File: src/rtl/fsbm_pkg.sv
// Shared definitions for the full-search block-matching controller.
//   state_t  : controller FSM states
//   SAD_W_DEF, MV_W_DEF : default SAD and motion-vector widths
//   SAD_MAX  : all-ones SAD at the default width, the "no match yet" value
//   num_cand : number of candidate offsets in a +/-r window, (2r+1)^2
package fsbm_pkg;

  typedef enum logic [1:0] {IDLE, ISSUE, DRAIN, DONE} state_t;

  localparam int SAD_W_DEF = 12;
  localparam int MV_W_DEF  = 4;

  localparam logic [SAD_W_DEF-1:0] SAD_MAX = '1;

  function automatic int num_cand(input int r);
    return (2 * r + 1) * (2 * r + 1);
  endfunction

endpackage

File: src/rtl/fsbm_tag_pipe.sv
// PE_LAT-deep delay line for {valid, dx, dy}. Its output lines up with the
// SAD the PE returns for the same candidate.
// Ports:
//   clk, rst          clock, asynchronous active-high reset (empties the pipe)
//   in_vld/dx/dy      tag entering this cycle (valid = PE enable)
//   out_vld/dx/dy     tag qualifying the current pe_sum
//   fill_nxt          some valid tag will still be in flight next cycle
//                     (the output stage itself is consumed this cycle)
module fsbm_tag_pipe #(
  parameter int PE_LAT = 1,
  parameter int MV_W   = 4
) (
  input  logic            clk,
  input  logic            rst,
  input  logic            in_vld,
  input  logic [MV_W-1:0] in_dx,
  input  logic [MV_W-1:0] in_dy,
  output logic            out_vld,
  output logic [MV_W-1:0] out_dx,
  output logic [MV_W-1:0] out_dy,
  output logic            fill_nxt
);

  logic [PE_LAT-1:0]           vld_pipe;
  logic [PE_LAT-1:0][MV_W-1:0] dx_pipe, dy_pipe;

  // Input stage prepended so element i of *_ext is the value stage i will
  // load; element PE_LAT is the pipe output.
  logic [PE_LAT:0]             vld_ext;
  logic [PE_LAT:0][MV_W-1:0]   dx_ext, dy_ext;

  assign vld_ext = {vld_pipe, in_vld};
  assign dx_ext  = {dx_pipe, in_dx};
  assign dy_ext  = {dy_pipe, in_dy};

  always_ff @(posedge clk or posedge rst) begin
    if (rst) begin
      vld_pipe <= '0;
      dx_pipe  <= '0;
      dy_pipe  <= '0;
    end else begin
      vld_pipe <= vld_ext[PE_LAT-1:0];
      dx_pipe  <= dx_ext[PE_LAT-1:0];
      dy_pipe  <= dy_ext[PE_LAT-1:0];
    end
  end

  assign out_vld  = vld_ext[PE_LAT];
  assign out_dx   = dx_ext[PE_LAT];
  assign out_dy   = dy_ext[PE_LAT];
  assign fill_nxt = |vld_ext[PE_LAT-1:0];

endmodule

File: src/rtl/fsbm_search_ctrl.sv
// Full-search block-matching sequencer for a 4x4 SAD PE.
// Walks every offset (dx,dy) in a +/-SEARCH_RANGE window in raster order,
// one candidate per win_ready cycle, and tracks the minimum returned SAD.
// Optional build macro: FSBM_EARLY_EXIT_EN -- a returned SAD of zero ends
// the search early (no later candidate can beat it).
// Ports:
//   clk, rst             clock, asynchronous active-high reset
//   start                begin a search (ignored while busy)
//   win_ready            window pixels for cand_dx/dy are at the PE
//   pe_enable            PE enable for this cycle's candidate
//   cand_dx, cand_dy     signed candidate offset being issued
//   pe_sum               SAD from the PE, PE_LAT cycles after enable
//   busy, done           search in progress / one-cycle completion pulse
//   best_sad/dx/dy       running then final minimum and its motion vector
module fsbm_search_ctrl
  import fsbm_pkg::*;
#(
  parameter int SEARCH_RANGE = 4,
  parameter int PE_LAT       = 1,
  parameter int SAD_W        = SAD_W_DEF,
  parameter int MV_W         = MV_W_DEF
) (
  input  logic             clk,
  input  logic             rst,
  input  logic             start,
  input  logic             win_ready,
  output logic             pe_enable,
  output logic [MV_W-1:0]  cand_dx,
  output logic [MV_W-1:0]  cand_dy,
  input  logic [SAD_W-1:0] pe_sum,
  output logic             busy,
  output logic             done,
  output logic [SAD_W-1:0] best_sad,
  output logic [MV_W-1:0]  best_dx,
  output logic [MV_W-1:0]  best_dy
);

  localparam int NUM_CAND = num_cand(SEARCH_RANGE);
  localparam int CNT_W    = $clog2(NUM_CAND);
  localparam logic [CNT_W-1:0] LAST_CNT = CNT_W'(NUM_CAND - 1);
  localparam logic [MV_W-1:0]  R_POS    = MV_W'(SEARCH_RANGE);
  localparam logic [MV_W-1:0]  R_NEG    = MV_W'(-SEARCH_RANGE);

  state_t           state, state_nxt;
  logic [CNT_W-1:0] iss_cnt;
  logic             tag_vld, fill_nxt;
  logic [MV_W-1:0]  tag_dx, tag_dy;
  logic             stop_hit, iss_end;

`ifdef FSBM_EARLY_EXIT_EN
  // A zero SAD cannot be beaten under the strict-less rule, so stop issuing
  // in the very cycle it comes back.
  assign stop_hit = (state == ISSUE) && tag_vld && (pe_sum == '0);
`else
  assign stop_hit = 1'b0;
`endif

  fsbm_tag_pipe #(.PE_LAT(PE_LAT), .MV_W(MV_W)) u_tag_pipe (
    .clk      (clk),
    .rst      (rst),
    .in_vld   (pe_enable),
    .in_dx    (cand_dx),
    .in_dy    (cand_dy),
    .out_vld  (tag_vld),
    .out_dx   (tag_dx),
    .out_dy   (tag_dy),
    .fill_nxt (fill_nxt)
  );

  always_ff @(posedge clk or posedge rst) begin
    if (rst) state <= IDLE;
    else     state <= state_nxt;
  end

  always_comb begin
    state_nxt = state;
    pe_enable = 1'b0;
    busy      = 1'b0;
    done      = 1'b0;
    iss_end   = 1'b0;
    case (state)
      IDLE:  if (start) state_nxt = ISSUE;
      ISSUE: begin
        busy      = 1'b1;
        pe_enable = win_ready && !stop_hit;
        iss_end   = stop_hit || (pe_enable && (iss_cnt == LAST_CNT));
        // Skip DRAIN when nothing is left in flight beyond the result
        // being compared this cycle; keeps done PE_LAT+1 after last issue.
        if (iss_end) state_nxt = fill_nxt ? DRAIN : DONE;
      end
      DRAIN: begin
        busy = 1'b1;
        if (!fill_nxt) state_nxt = DONE;
      end
      DONE: begin
        done      = 1'b1;
        state_nxt = IDLE;
      end
      default: state_nxt = IDLE;
    endcase
  end

  // Raster counters and min-tracker.
  always_ff @(posedge clk or posedge rst) begin
    if (rst) begin
      cand_dx  <= '0;
      cand_dy  <= '0;
      iss_cnt  <= '0;
      best_sad <= '0;
      best_dx  <= '0;
      best_dy  <= '0;
    end else if (state == IDLE && start) begin
      cand_dx  <= R_NEG;
      cand_dy  <= R_NEG;
      iss_cnt  <= '0;
      best_sad <= '1;
      best_dx  <= '0;
      best_dy  <= '0;
    end else begin
      if (iss_end) begin
        cand_dx <= '0;
        cand_dy <= '0;
      end else if (pe_enable) begin
        iss_cnt <= iss_cnt + 1'b1;
        if (cand_dx == R_POS) begin
          cand_dx <= R_NEG;
          cand_dy <= cand_dy + 1'b1;
        end else begin
          cand_dx <= cand_dx + 1'b1;
        end
      end
      // Strict less-than: on a tie the earlier raster candidate stays.
      if (tag_vld && (pe_sum < best_sad)) begin
        best_sad <= pe_sum;
        best_dx  <= tag_dx;
        best_dy  <= tag_dy;
      end
    end
  end

endmodule
File: config.mk
export PLATFORM = sky130hd
export DESIGN_NAME = fsbm_search_ctrl
export DESIGN_NICKNAME = d
export VERILOG_FILES = /design/src/rtl/fsbm_pkg.sv /design/src/rtl/fsbm_tag_pipe.sv /design/src/rtl/fsbm_search_ctrl.sv
export SDC_FILE = /design/constraint.sdc
export NUM_CORES = 1
export LEC_CHECK = 0
export ABC_CLOCK_PERIOD_IN_PS = 5930
export CAP_MARGIN = 20
export CORE_MARGIN = 4
export CORE_UTILIZATION = 55
export DETAILED_ROUTE_END_ITERATION = 10
export MAX_ROUTING_LAYER = met4
export PLACE_DENSITY = 0.86
export RECOVER_POWER = 50
export SYNTH_ARGS = -nofsm -noshare
export SYNTH_HDL_FRONTEND = slang
export SYNTH_SLANG_ARGS = --single-unit
File: constraint.sdc
create_clock -name clk -period 5.93 [get_ports clk]
set_input_delay 0.8895 -clock clk [delete_from_list [all_inputs] [get_ports clk]]
set_output_delay 0.8895 -clock clk [all_outputs]
set_load 0.005 [all_outputs]
## After elaboration in Yosys (flattened, before gate mapping)

Cells that the tools add are included.

| cells by class | value |
|---|---|
| $add $sub $neg | 3 |
| magnitude comparators | 1 |
| equal/unequal tests | 9 |
| multiplexer cells | 26 |
| reductions and logical operators | 12 |

Operators with widths:

| cell | count |
|---|---|
| 4-bit 2-to-1 mux | 12 |
| 12-bit 2-to-1 mux | 2 |
| 7-bit 2-to-1 mux | 3 |
| 12-bit < comparator | 1 |
| 4-bit by 1-bit adder with 4-bit output, second input constant | 2 |
| 2-bit one-hot mux with 4 select lines | 1 |
| 7-bit by 1-bit adder with 7-bit output, second input constant | 1 |
| 7-bit equality test, second input constant | 1 |
| 2-bit 2-to-1 mux | 3 |
| 2-bit != test, second input constant | 3 |
| 3-bit nonzero test | 2 |
| 1-bit 2-to-1 mux | 5 |
| 2-bit equality test, second input constant | 2 |
| 4-bit by 3-bit equality test with 1-bit output, second input constant | 1 |
| 2-bit AND reduction | 2 |
| 2-bit nonzero test | 2 |
| 1-bit logical AND | 3 |
| 3-bit AND reduction | 1 |
| 2-bit by 1-bit equality test with 1-bit output, second input constant | 1 |
| 2-bit zero test | 1 |
| 2-bit by 1-bit != test with 1-bit output, second input constant | 1 |
| 2-bit OR reduction | 1 |

| storage, ports and cells | value |
|---|---|
| flip-flop bits (word level) | 46 |
| input bits | 16 |
| output and inout bits | 31 |
| word-level logic and storage cells | 61 |

## Longest topological paths before layout

Gate-level depths: netlist of run 1.

| depth | value |
|---|---|
| depth after elaboration | 5 |
| depth in mapped cells | 8 |
| gate-level depth less buffers | 8 |

## Cells and area by module

Synthesis of run 1 repeated with hierarchy kept, for this count alone.

| second synthesis, totals | value |
|---|---|
| cell total of the unflattened synthesis | 239 |
| area, all modules | 2411.1 um^2 |

Modules (own cells, without submodules):

| module | instances | cells each | area each (um^2) | sequential area each (um^2) |
|---|---|---|---|---|
| fsbm_search_ctrl | 1 | 228 | 2174.6 | 925.9 |
| fsbm_tag_pipe | 1 | 11 | 236.5 | 225.2 |

## Worst setup path after synthesis of run 1

No wires, ideal clock.

| path | value |
|---|---|
| kind | input to register |
| start point | input port pe_sum[11] |
| end point | register best_dx[0] |
| setup time | 79 ps |
| arrival time | 2498 ps |
| required time | 5851 ps |
| slack | 3353 ps |
| stages | 7 |
| buffers on the path | 1 |
| path through | ha_1 nand4_1 nor2_1 or4b_1 a221oi_2 buf_6 mux2i_1 |

| between the ends | value |
|---|---|
| cells in the longest elaborated chain, start to end | 3 |

Ends and longest elaborated chain:

| element | line | source |
|---|---|---|
| from (decl) | fsbm_search_ctrl.sv:30 | `input logic [SAD_W-1:0] pe_sum,` |
| 12-bit < comparator | fsbm_search_ctrl.sv:133 | `if (tag_vld && (pe_sum < best_sad)) begin` |
| 1-bit logical AND | fsbm_search_ctrl.sv:133 |  |
| 2-bit nonzero test (no source line) | n/a |  |
| to (signal assigned) | fsbm_search_ctrl.sv:135 | `best_dx <= tag_dx;` |
| to (decl) | fsbm_search_ctrl.sv:34 | `output logic [MV_W-1:0] best_dx,` |

No other way between the ends.
A chain may end at the register's enable or synchronous reset.

==> results of run 1 <==
[layout make-up]
cell class	instances	share of cell area (%)
inverters	22	2.752
well taps	50	2.085
clock buffers	6	2.752
clock inverters	1	1.001
flip-flops and latches	46	38.37
multi-input cells	161	37.07
repair buffers	49	15.97
[power breakdown]
part           leakage, nW  internal, mW  switching [mW]  total [mW]
sequential           0.539         0.402          0.0765       0.478
clock               0.0573         0.135          0.0966       0.231
combinational        0.814         0.266           0.237       0.503
[critical path: stages]
cell and delay, ns:
sky130_fd_sc_hd__dlygate4sd3_1 0.54, sky130_fd_sc_hd__clkinv_1 0.05, sky130_fd_sc_hd__clkbuf_1 1.70
[layer usage]
layer | share of wire (%) | vias to the layer above | GRT usage [%]
met2 | 49 | 27 | 31.00
met5 | 0 | - | -
met4 | 1.3 | 0 | 6.439
li1 | - | 894 | -
met1 | 47 | 839 | 24.19
met3 | 3.5 | 8 | 3.420
[registers in the layout (all words and copies together), names as in the netlist]
| register | count |
|---|---|
| cand_dy | 4 |
| best_sad | 12 |
| u_tag_pipe.out_dx | 4 |
| cand_dx | 4 |
| best_dy | 4 |
| iss_cnt | 7 |
| best_dx | 4 |
| state | 2 |
| u_tag_pipe.out_dy | 4 |
| u_tag_pipe.out_vld | 1 |
[cells in the final DEF (no fill, tap or decap), types with 2 or more instances in the layout]
cell	n
sky130_fd_sc_hd__dfrtp_1	46
sky130_fd_sc_hd__clkdlybuf4s50_1	42
sky130_fd_sc_hd__nor2_1	39
sky130_fd_sc_hd__nand2_1	24
sky130_fd_sc_hd__inv_1	21
sky130_fd_sc_hd__ha_1	21
sky130_fd_sc_hd__mux2i_1	20
sky130_fd_sc_hd__a21oi_1	10
sky130_fd_sc_hd__clkbuf_8	6
sky130_fd_sc_hd__o21ai_0	5
sky130_fd_sc_hd__dlygate4sd3_1	4
sky130_fd_sc_hd__xnor2_1	3
sky130_fd_sc_hd__xor2_1	3
sky130_fd_sc_hd__and3_1	3
sky130_fd_sc_hd__nand3_1	3
sky130_fd_sc_hd__a21o_1	3
sky130_fd_sc_hd__a22oi_1	2
sky130_fd_sc_hd__nor3_1	2
sky130_fd_sc_hd__o311ai_0	2
sky130_fd_sc_hd__buf_4	2
[cell families after synthesis]
family / after synthesis / synth area share (%)
flip-flops: 46 / 48.45
AND/OR/NAND/NOR: 79 / 14.48
multiplexers: 21 / 8.899
AO/OA/AOI/OAI: 34 / 9.690
buffers and inverters: 29 / 5.213
adder cells (fa/ha/maj): 21 / 11.06
XOR/XNOR: 6 / 2.212
[worst max-delay path by stage]
| stage | start | endpoint | slack, ns |
|---|---|---|---|
| 6_report | rst | iss_cnt[0] | 2.65 |
| 5_1_grt | rst | iss_cnt[5] | 2.12 |
| 4_1_cts | pe_sum[11] | best_dx[2] | 2.66 |
| 3_5_place_dp | pe_sum[11] | best_dx[2] | 2.36 |
| 3_3_place_gp | pe_sum[11] | best_dy[3] | 2.46 |
| 2_1_floorplan | pe_sum[11] | best_dx[0] | 3.35 |
==> results list, run 1 <==
- Result of the run: complete, but fails checks
- Violated checks: capacitance limit, slew limit
* Most common cell in the netlist: sky130_fd_sc_hd__dfrtp_1
- The core region is 4086 um^2.
- Total negative setup slack: 0 ns
* Die Y-Extent: 73.73 um
- Antenna Violating Nets Remaining: 0
* Post-route design area: about 3000 um^2
- Setup bufs post-CTS: 0
- Grt ovf: 0
- Setup skew after layout: 0.006097 ns
- Total CTS buffers: 5
- Seq/Total Area, Yosys: 48.45%
- After detailed placement, the design holds a cell count of around 330.
- TritonCTS clock tree: built
* Shortest period the worst path allows: around 3.3 ns
- The startpoint identified for the worst register-to-register timing path is best_sad[11].
* Post-detailed-routing wire length: around 4600 um
- Number of top-level design ports: 47
- Number of max-cap violations: 1
- The placed instances occupy a cell area of approximately 2900 um^2.
- The worst path meets setup with 2.649 ns of slack.
- Critical Path Source Type: primary input
- The multi-input combinational cells in the finished layout cover a total of 1112 um^2.
- Largest fanout on the critical path: 46
- Ranked by total cell area, the synthesized netlist is headed by sky130_fd_sc_hd__dfrtp_1, sky130_fd_sc_hd__ha_1, sky130_fd_sc_hd__mux2i_1, sky130_fd_sc_hd__nor2_1, sky130_fd_sc_hd__nand2_1.
* Global-route total usage across every layer: between 10% and 20%
- The first global-routing pass estimated a little under 8000 um of wire.
* Synthesis-stage register bit count: 46
- Area of the die: about 5400 um^2
- The floorplan has 23 rows.
- Hold timing on the final database bottoms out at a slack of 0.4361 ns.
* Critical Path RT: between 5 and 6 ns
- At the end of the flow, the number of nets in the layout was 322.
- Number of enable-type register cells in the synthesized netlist: 0
- Highest clock rate: roughly 0.30 GHz
- Counting every net in the synthesized netlist gives about 270.
- A synthesized cell averages ~10 um^2.
* Critical path arrival: roughly 3.2 ns
* Number of port buffers: 46
* Remaining DRCs: 0
- Setup repair after global routing left no endpoint under its margin.
* Final cycle utilization of the critical path: between 50% and 60%
* Number of antenna violations at the first check in global routing: 0
- The number of max-slew violations in the final report came to 47.
- In the final layout, the share of cells above drive strength 1 is between 4 and 5%.
- Critical path start-end classification: in -> async
- Static leakage power: 1.411 nW
* Via count: roughly 1800
- From synthesis to final layout, the design area changed by 26.28%.
- Commonest cells in the synthesized netlist: sky130_fd_sc_hd__dfrtp_1, sky130_fd_sc_hd__nor2_1, sky130_fd_sc_hd__nand2_1
- Synthesized area: 2376 um^2
- Summing all flip-flop and latch instances after layout gives 1151 um^2.
- Setup violations remaining at the end of the flow were counted as 0.
- Post-DR vias/cell: between 5 and 6
- Final core utilization: between 70% and 80%
* Number of buffers inserted for hold repair after clock tree synthesis: 0
* Post-CTS Resized: 0
* Horizontal extent of the die: between 70 and 80 um
- End of the worst register-to-register path: best_dx[2]
- OpenSTA, run right after detailed placement, puts the worst setup slack at ~2.4 ns.
* Number of warnings issued by yosys: 0
- HPWL after detailed placement: 3382 um
- Detailed router's first-iteration violation count: between 80 and 90
- The longest clock path from root to sink contains 2 buffers.
* Worst-case headroom to the max-slew limit: -59.63%
* Hold wc startpoint: cand_dy[3]
* Cell type with the highest aggregate area in the netlist: sky130_fd_sc_hd__dfrtp_1
* Antenna diodes: 0
* Detailed-routing iteration count for the pre-antenna-repair pass: 4
- Average wire per cell in the routed design: roughly 14 um
* Max IR drop VDD: ~0.00023 V
* Final non-filler cell total: approximately 340
- The final count of hold timing violations was 0.
- The worst hold path terminates at u_tag_pipe.out_dy[3].
- Fraction of synthesis flops using an asynchronous set or reset pin: between 90% and 100%
* Most common flop cell mapped by yosys: sky130_fd_sc_hd__dfrtp_1
- The via count of the first global-routing pass was around 1800.
* FF-to-FF path depth: 8
- Clock latency at the later pin of the worst-skew pair: around 0.29 ns
- Power spread over the standard cell area amounts to between 400 and 500 nW/um^2.
* Register-to-register path setup slack: around 3.3 ns
* Final Wtd Congestion: between 0.8 and 0.9
- Fill cells in the final layout number 295.
- In the synthesized netlist, the number of instances is 236.
* Maximum number of pins on one net before global-route repair: 47
- TritonCTS Sinks: 46
- CTS placed an instance of sky130_fd_sc_hd__clkbuf_8 at the clock tree root.
- Critical Path Sink Type: async pin
- The initial utilization of the core area, before any placement, comes to about three fifths.
- CTS built an H-tree with a depth of 2.
- Clock transition at path regs: ~0.08 ns
* Synth unique cells: 39
* Hold depth: 0
- Actual slew at the worst max-slew pin: between 2 and 2.5 ns
- The path class of the tightest hold or removal check is reg -> reg.
- The top cell type by area accounts for 48.45% of the synthesized area.
- Design Power: about 1.2 mW
(Power assumes the default switching activity.)
==> run 2, diff against run 1 <==
ABC_CLOCK_PERIOD_IN_PS = 2900   (was 5930)
CORE_UTILIZATION = 46   (was 55)
PLACE_DENSITY = 0.77   (was 0.86)
clock period = 2.9 ns   (was 5.93 ns; I/O delays follow)
==> run 2 against run 1 <==
The run still ends with capacitance limit, slew limit left. Combinational power up 100%. Clock power up 65%. Core utilization down 11 points. Wire length up 0.17%. Global-route usage down 2.7 points. Critical path depth up 2. Critical path type is now reg -> out.
==> results list, run 2 (synthesis results as in run 1) <==
* Result of the run: complete, but fails checks
- Violated checks: capacitance limit, slew limit
* H-Tree Level Count: 2
- The placed instances occupy a cell area of between 2000 and 3000 um^2.
* Initial standard-cell utilization of the core: approximately half
* Remaining DRCs: 0
- In this run the tightest slew margin relative to its limit is -10.94%.
- After the last flow step, the layout net total stands at about 320.
- Critical Path RT: roughly 2.5 ns
- In this run the worst setup path begins at state[1].
* Buf/Inv on CP: 3
* Cell family with most CP delay: buffers and inverters
- FF-to-FF path depth: 8
- TritonCTS clock tree: built
* Number of top-level design ports: between 40 and 50
- Critical Path Source Type: flop
- Worst path setup slack after routing: 0.4165 ns
* Count of final max-slew check failures: 47
- Number of port buffers: between 40 and 50
* Hold wc startpoint: cand_dy[3]
- Cell chosen for the clock root: sky130_fd_sc_hd__clkbuf_8
- The number of antenna violations at the first check in global routing was 0.
* Number of failing setup endpoints in the final timing report: 0
- Die Y-Extent: roughly 80 um
* Maximum number of pins on one net before global-route repair: 47
- At the pin with the least slew margin, the transition time is around 1.7 ns.
* Final cycle utilization of the critical path: a little under nine tenths
- After global routing the overflow that remains totals 0.
- The min-delay analysis places its worst path in the category reg -> reg.
* Final Wtd Congestion: about 0.84
- Antenna diodes: 0
- Wire length of the first global-routing pass: 8079 um
* Setup bufs post-CTS: 0
- Largest fanout on the critical path: 7
- The library cell used most frequently in the layout, excluding fill and tap cells, is sky130_fd_sc_hd__dfrtp_1.
- Post-CTS Resized: 0
- In this run, the number of DRC markers left after iteration 0 of detailed routing was 38.
- Static leakage power: between 1 and 1.5 nW
- Clock transition at path regs: ~0.090 ns
* TritonCTS Sinks: between 40 and 50
- Critical path start-end classification: reg -> out
* Setup skew after layout: ~0.0072 ns
- The worst setup path is captured at an output port.
* Highest clock rate: 0.4027 GHz
- Power spread over the standard cell area amounts to between 700 and 800 nW/um^2.
- Post-DR vias/cell: ~5
* Chain of cells forming the critical path: inv_1, ha_1, nand2_1, inv_1, clkdlybuf4s50_1
* Max IR drop VDD: approximately 0.00062 V
- Number of placement rows: 25
* HPWL after detailed placement: 3505 um
- Most common cell on crit path: sky130_fd_sc_hd__inv_1
- The die covers about 6400 um^2.
- The core region is 4848 um^2.
* Number of max-cap violations: 1
* Max FFs per register: 12
- Detailed-routing iteration count for the pre-antenna-repair pass: 4
* Delay contributed by the slowest stage of the critical path: roughly 0.54 ns
- Wires add up to ~4700 um.
- The worst hold path was traced through 0 stages.
* Pre-CTS setup slack: roughly 0.12 ns
- Counting the buffers created by CTS gives 5.
* Crit path depth: 5
- Hold Vio Cnt, Final: 0
- Post-route design area: 3015 um^2
- Critical path arrival: 2.05 ns
- Maximum root-to-sink buffer count: 2
* Total negative setup slack: 0 ns
- From synthesis to final layout, the design area changed by 26.91%.
- In this run, post-CTS hold repair placed 0 buffers.
* Global-route total usage across every layer: around 16%
- End of the worst hold path: u_tag_pipe.out_dy[3]
- After layout, the minimum clock period comes to around 2.5 ns.
* Setup repair after global routing missed its margin: false
- Summing over every cut layer, the via total after detailed routing is 1769.
- Horizontal extent of the die: 79.87 um
- Hold timing on the final database bottoms out at a slack of 0.4409 ns.
- Startpoint of the worst-slack reg-to-reg timing path: best_sad[11]
* End of the worst register-to-register path: best_dy[0]
- In the final layout, the share of cells above drive strength 1 is ~5.2%.
- The via count of the first global-routing pass is about 1800.
- In this run the register-to-register setup slack is 0.61 ns.
- Design Power: between 2 and 2.5 mW
- Registers with the most flip-flops: best_sad: 12 flops, iss_cnt: 7 flops
* Highest-count cells in the layout ignoring fill and taps: sky130_fd_sc_hd__dfrtp_1, sky130_fd_sc_hd__nor2_1, sky130_fd_sc_hd__clkdlybuf4s50_1
* Clock latency at the later pin of the worst-skew pair: around 0.30 ns
- Antenna Violating Nets Remaining: 0
* Average wire per cell in the routed design: 13.19 um
- Slowest cell on the critical path: sky130_fd_sc_hd__clkdlybuf4s50_1
- More flip-flops sit in one register than any other, and that register is best_sad.
## run 2: changes by cell type in the layout (fill, tap and decap cells not counted), sizes merged
cell / delta
dlygate4sd3: +3
clkinvlp: +1
buf: +1
clkbuf: -2
clkdlybuf4s50: -3
bufinv: -1
clkinv: +1
inv: +1
## run 2: area by class of cell
class / count / area, um^2
clock buffer: 5 / 68.82
clock inverter: 3 / 21.27
fill: 386 / 1833
inverter: 22 / 82.58
multi-input combinational: 161 / 1112
sequential: 46 / 1151
tap: 67 / 83.83
timing repair buffer: 49 / 495.5
## run 2: layer usage
layer  part of all wire [%]  track usage (%)  up-vias
met5                      0                -        -
met4                    1.1            5.912        0
met3                    3.4            2.822        5
met2                     49            26.79       36
met1                     47            20.82      834
li1                       -                -      894
## run 2: per-stage QoR
stage	std cells	utilization [%]
floorplan	236	-
global placement	345	60.34
detailed placement	345	60.34
CTS	353	62.19
global route	353	62.19
finish	353	62.19
## run 2: how the worst max path moves through the flow
stage / end / slack (ns)
2_1_floorplan: best_dx[0] / 0.78
3_3_place_gp: best_sad[3] / 0.22
3_5_place_dp: best_sad[1] / 0.12
4_1_cts: pe_enable / 0.42
5_1_grt: pe_enable / 0.31
6_report: pe_enable / 0.42
## run 2: power by group
group | internal [mW] | total, mW | switching (mW)
Combinational | 0.549 | 1.03 | 0.485
Clock | 0.169 | 0.382 | 0.213
Sequential | 0.821 | 0.977 | 0.156
Total | 1.54 | 2.39 | 0.854
